File: config.mk
export PLATFORM = sky130hd
export DESIGN_NAME = l_inv_stage_flat
export DESIGN_NICKNAME = d
export VERILOG_FILES = /design/src/rtl/l_inv_stage_if.sv /design/src/rtl/l_inv_stage.sv /design/src/flat_wrapper.sv
export SDC_FILE = /design/constraint.sdc
export NUM_CORES = 1
export LEC_CHECK = 0
export BUFFER_PORTS_ARGS = -buffer_cell sky130_fd_sc_hd__buf_2
export CAP_MARGIN = 20
export CORE_MARGIN = 2
export CORE_UTILIZATION = 47
export CTS_CLUSTER_SIZE = 14
export DETAILED_ROUTE_END_ITERATION = 10
export HOLD_SLACK_MARGIN = 0.05
export PLACE_DENSITY = 0.88
export SYNTH_ARGS = -nofsm -noshare
export SYNTH_HDL_FRONTEND = slang
export SYNTH_SLANG_ARGS = --single-unit
File: constraint.sdc
create_clock -name clk -period 2.38 [get_ports clk]
set_clock_uncertainty 0.1 [all_clocks]
set_input_delay 0 -clock clk [delete_from_list [all_inputs] [get_ports clk]]
set_output_delay 0 -clock clk [all_outputs]
set_load 0.01 [all_outputs]
File: src/rtl/l_inv_stage_if.sv
// Load/enable/ready handshake and data bus of the inverse L stage.
interface l_inv_stage_if #(
    parameter int W = 128
);
    logic         enable;
    logic         load;
    logic [W-1:0] DI;
    logic [W-1:0] DO;
    logic         ready;

    modport master (output enable, output load, output DI, input DO, input ready);
    modport slave  (input enable, input load, input DI, output DO, output ready);
endinterface

File: src/rtl/l_inv_stage.sv
// Iterative Kuznyechik inverse linear transform: one R^-1 round per enabled
// clock over a 128-bit block, ROUNDS rounds per transform.
module l_inv_stage #(
    parameter int W      = 128,
    parameter int ROUNDS = 16
) (
    input  logic          clk,
    input  logic          rst,
    l_inv_stage_if.slave  bus
);
    localparam int CW = $clog2(ROUNDS + 1);

    localparam logic [1:0] S_IDLE = 2'd0;
    localparam logic [1:0] S_RUN  = 2'd1;
    localparam logic [1:0] S_DONE = 2'd2;

    // Coefficient of c_k lives in byte k (c15 in the top byte).
    localparam logic [127:0] LCOEF = 128'h94_20_85_10_C2_C0_01_FB_01_C0_C2_10_85_20_94_01;

    logic [1:0]    fsm_q, fsm_d;
    logic [CW-1:0] cnt_q, cnt_d;
    logic [W-1:0]  data_q, data_d;
    logic          ready_q, ready_d;
    logic [W-1:0]  rinv;
    logic [7:0]    lsum;

    // Multiply by x modulo x^8+x^7+x^6+x+1.
    function automatic logic [7:0] xtime(input logic [7:0] v);
        return {v[6:0], 1'b0} ^ (v[7] ? 8'hC3 : 8'h00);
    endfunction

    // Constant-coefficient multiply; k is a constant so this folds to XORs.
    function automatic logic [7:0] gmul(input logic [7:0] a, input logic [7:0] k);
        logic [7:0] acc;
        logic [7:0] p;
        acc = 8'h00;
        p   = a;
        for (int i = 0; i < 8; i++) begin
            if (k[i]) acc ^= p;
            p = xtime(p);
        end
        return acc;
    endfunction

    // One R^-1 round: shift bytes up, new low byte is l(a14..a0, a15).
    always_comb begin
        lsum = gmul(data_q[W-1 -: 8], LCOEF[7:0]);
        for (int k = 1; k < 16; k++) begin
            lsum ^= gmul(data_q[8*(k-1) +: 8], LCOEF[8*k +: 8]);
        end
        rinv = {data_q[W-9:0], lsum};
    end

    // Next-state logic; load overrides everything except reset.
    always_comb begin
        fsm_d   = fsm_q;
        cnt_d   = cnt_q;
        data_d  = data_q;
        ready_d = ready_q;
        if (bus.load) begin
            fsm_d   = S_RUN;
            cnt_d   = '0;
            data_d  = bus.DI;
            ready_d = 1'b0;
        end else if (fsm_q == S_RUN && bus.enable) begin
            data_d = rinv;
            cnt_d  = cnt_q + CW'(1);
            if (cnt_q + CW'(1) == CW'(ROUNDS)) begin
                fsm_d   = S_DONE;
                ready_d = 1'b1;
            end
        end
    end

    // State registers with synchronous reset.
    always_ff @(posedge clk) begin
        if (rst) begin
            fsm_q   <= S_IDLE;
            cnt_q   <= '0;
            data_q  <= '0;
            ready_q <= 1'b0;
        end else begin
            fsm_q   <= fsm_d;
            cnt_q   <= cnt_d;
            data_q  <= data_d;
            ready_q <= ready_d;
        end
    end

    assign bus.DO    = data_q;
    assign bus.ready = ready_q;
endmodule
File: src/flat_wrapper.sv
// flat-port wrapper written by rule: the top's interface ports become plain ports
module l_inv_stage_flat 
#(
    parameter int W      = 128,
    parameter int ROUNDS = 16
)
  (clk, rst, bus_enable, bus_load, bus_DI, bus_DO, bus_ready);
  l_inv_stage_if #(.W(W)) bus_i ();
  input  logic clk;
  input  logic rst;
  input wire logic [$bits(bus_i.enable)-1:0] bus_enable;
  input wire logic [$bits(bus_i.load)-1:0] bus_load;
  input wire logic [$bits(bus_i.DI)-1:0] bus_DI;
  output wire logic [$bits(bus_i.DO)-1:0] bus_DO;
  output wire logic [$bits(bus_i.ready)-1:0] bus_ready;
  assign bus_i.enable = bus_enable;
  assign bus_i.load = bus_load;
  assign bus_i.DI = bus_DI;
  assign bus_DO = bus_i.DO;
  assign bus_ready = bus_i.ready;
  l_inv_stage #(.W(W), .ROUNDS(ROUNDS)) u_core (.clk(clk), .rst(rst), .bus(bus_i));
endmodule
==> key figures <==
Setup path
  – Worst-path cell chain: buf_12 -> xnor2_1 -> xnor2_1 -> buf_4 -> xnor2_1 -> xnor2_2 -> xnor3_1 -> xnor2_1 -> o21ai_1 -> a21oi_1
  – Critical path peak fanout: 4
  – Worst EP required: 2.59 ns
  – Worst Path Buf+Inv: 2
  – Cell family with most CP delay: XOR/XNOR gates
  – Class of the most critical setup path: reg -> reg
  – Most used cell, CP: xnor2_1
  – CP Data Arrival Time: 2.86 ns
  – Slowest stage delay, CP: 0.40 ns
  – Crit start category: flop
  – CP max-delay cell: xnor3_1
  – R2r setup slk: -0.28 ns
  – CP endpoint kind: flop

Power
  – P_leak: 6.63 nW
  – PwrDens: 781 mW/mm2
  – VDD IR-drop max: 750 uV

Placed design
  – HPWL after DPL: 24800 um
  – Placer Congestion: 0.982
  – Port bufs: 260
  – Setup WS pre-CTS: -0.213 ns

Floorplanning
  – Cell Rows: 49
  – Total core area: 0.0179 mm2
  – I/O pins: 261
  – Overall die area: 0.0193 mm2
  – Chip Height: 139 um
  – Chip width: 139 um
  – Initial core utilization: 47.9%

Final layout
  – Area of the multi-input gates: 0.00587 mm2
  – Register area: 0.00274 mm2
  – Layout cells sized above 1: 33.4%
  – Area grow syn2layout: 67.5%
  – Filler cells: 979
  – Final net count: 1805

Synth
  – Synth area leaders: dfxtp_1, a21oi_1, xnor2_1, nand2_1, xnor3_1
  – Synth top area share: 31.5%
  – Post-Syn Instances: 1110
  – Cell area after synthesis: 0.00857 mm2
  – EDFF count, synth: 0
  – Syn nets: 1244
  – Average cell area after synthesis: 7.72 um2
  – Synth area leader: dfxtp_1
  – Yosys warning count: 0
  – Post-synthesis sequential area ratio: 31.5%
  – Synth Flop Type: dfxtp_1
  – Synthesized flop and latch total: 135
  – Yosys cell types: 34
  – Async set-reset flop share out of synthesis: 0%

Global routing
  – Vias in the first global route: 11100
  – Remaining global-route overflow: 0
  – First-pass GRT wire length: 61700 um
  – Total global-route track usage: 41.4%
  – Antenna violations before repair: 6
  – Largest net degree at the start of global routing: 87

STA
  – Final TNS setup: -0.997 ns
  – Fin Hold WS: 0.111 ns
  – Final hold viol count: 0
  – Final WS setup: -0.278 ns
  – RSZ-0062 raised after global routing: true
  – Period utilization: 112%
  – Pin slew with the least headroom to its limit: 0.727 ns
  – Final setup vio count: 6
  – Min cycle time layout: 2.66 ns
  – Max Slew Vio Count: 0
  – Slew HR: 51.5%
  – Max Freq: 0.376 GHz

Min path
  – Worst Hold Class: in -> reg

Job
  – Max-Cap Viols: 0

Drt
  – DRC violation count after routing: 0
  – Routed WL: 43800 um
  – Vias per std cell: 5.90
  – Post-DRT Antenna Nets: 0
  – Pre-antenna DRT Iters: 6
  – Initial DRC count: 1459
  – Routed vias: 11300
  – DR WL/cell: 22.8 um

Clock network
  – CTS clk-pin slew, worst paths: 0.06 ns
  – Worst-Skew Late Latency: 0.45 ns
  – CTS root buffer: clkbuf_16
  – CTS tree: done
  – Clk buf depth: 2
  – TritonCTS Buffers: 17
  – H-tree level count: 4
  – CTS sink cnt: 135

Outcome
  – Violated checks: setup timing
  – Outcome: complete, but fails checks
-- path summary, 6_finish.rpt --
kind                                                startpoint  cells past startpoint                        endpoint
worst max-delay path            u_core.bus.DO[39]$_SDFFE_PP0P_                     10   u_core.bus.DO[6]$_SDFFE_PP0P_
worst min-delay path                                  bus_load                      3  u_core.bus.DO[17]$_SDFFE_PP0P_
worst max register to register  u_core.bus.DO[39]$_SDFFE_PP0P_                     10   u_core.bus.DO[6]$_SDFFE_PP0P_
worst min register to register    u_core.cnt_q[1]$_SDFFE_PP0P_                      2    u_core.cnt_q[1]$_SDFFE_PP0P_
-- flip-flops by register name, indices dropped and copies added (netlist names) --
register	count
u_core.bus.DO	128
u_core.cnt_q	5
u_core.fsm_q	2
-- per-stage QoR --
step / area (um2) / power [mW] / utilization (%) / std cells
2_1_floorplan: 8650 / 5.70 / - / 1110
3_3_place_gp: 11300 / 7.04 / 63.0 / 1677
3_5_place_dp: 11300 / 7.10 / 63.0 / 1677
4_1_cts: 14000 / 10.6 / 78.3 / 1902
5_1_grt: 14400 / 11.5 / 80.2 / 1918
6_report: 14400 / 11.2 / 80.2 / 1918
-- cell usage after synthesis (2+ instances only) --
library cell,n
nand2_1,248
xnor2_1,134
a21oi_1,251
buf_2,8
xor2_1,35
xnor2_2,5
nand3_1,3
xor3_1,3
ha_1,2
o21ai_1,4
nor2_1,135
xnor3_1,39
xnor3_2,2
buf_1,11
a211oi_1,2
xnor2_4,2
dfxtp_1,135
nor2b_1,2
inv_1,2
clkbuf_1,71
buf_4,2
nand4_1,2
-- layout make-up --
class	instances	area share [%]
antenna	6	0.105
tap	229	2.00
multi-input combinational	881	40.9
sequential	135	19.1
clock inverter	8	0.749
inverter	2	0.0697
timing repair buffer	634	33.4
clock buffer	23	3.69
-- power by group --
| group | switching [mW] | internal (mW) |
|---|---|---|
| logic | 2.51 | 3.21 |
| registers | 0.185 | 2.41 |
| clock network | 1.12 | 1.78 |
| total | 3.82 | 7.40 |
-- metal layers --
metal	share of wire, %	vias up	global-route usage (%)
li1	-	4719	-
met1	33	5143	47.0
met2	46	1124	69.2
met3	12	332	10.1
met4	9.2	0	27.7
met5	0	-	0
-- kinds of logic (layout without fill, tap and decap cells) --
family                     count (synthesis)  count (layout)  share of synthesized area (%)
and+or+nand+nor                          396             397                           17.7
buffers and inverters                     95             667                           4.45
AOI/OAI and AO/OA                        262             262                           15.5
xor gates and xnor gates                 220             220                           30.5
DFF                                      135             135                           31.5
other                                      0               6                              0
adders and majority gates                  2               2                          0.292
-- worst reg2reg max path, stage by stage (launching register included) --
cell     delay (ns)
dfxtp_1        0.33
buf_12         0.15
xnor2_1        0.27
xnor2_1        0.21
buf_4          0.18
xnor2_1        0.29
xnor2_2        0.20
xnor3_1        0.40
xnor2_1        0.16
o21ai_1        0.14
a21oi_1        0.08
-- layout by cell type, fill, tap and decap left out, types with 2 or more instances in the layout --
cell type / Yosys / final
xor2_1: 35 / 27
a21oi_1: 251 / 251
buf_12: 0 / 9
buf_6: 1 / 9
ha_1: 2 / 2
a211oi_1: 2 / 2
nand4_1: 2 / 2
xnor3_1: 39 / 31
xnor2_1: 134 / 103
xor2_2: 0 / 7
nor2_1: 135 / 135
buf_4: 2 / 165
clkbuf_8: 0 / 4
dfxtp_4: 0 / 3
dfxtp_1: 135 / 112
diode_2: 0 / 6
buf_16: 0 / 2
clkinvlp_4: 0 / 4
buf_2: 8 / 258
dlygate4sd3_1: 0 / 189
xnor2_4: 2 / 5
xor3_1: 3 / 2
nand2_1: 248 / 248
xnor2_2: 5 / 33
clkbuf_16: 0 / 20
dfxtp_2: 0 / 20
xnor3_2: 2 / 10
nor2b_1: 2 / 2
o21ai_1: 4 / 4
nand3_1: 3 / 2
bufinv_16: 0 / 2
-- repair_timing --
action	CTS	global route
pin swaps	23	17
setup endpoints to repair	8	61
gates resized for setup	34	41
buffers inserted	7	7
cloned	0	2
hold endpoints to repair	129	9
hold buffers	188	1
Power figures use the tool's default switching activity.
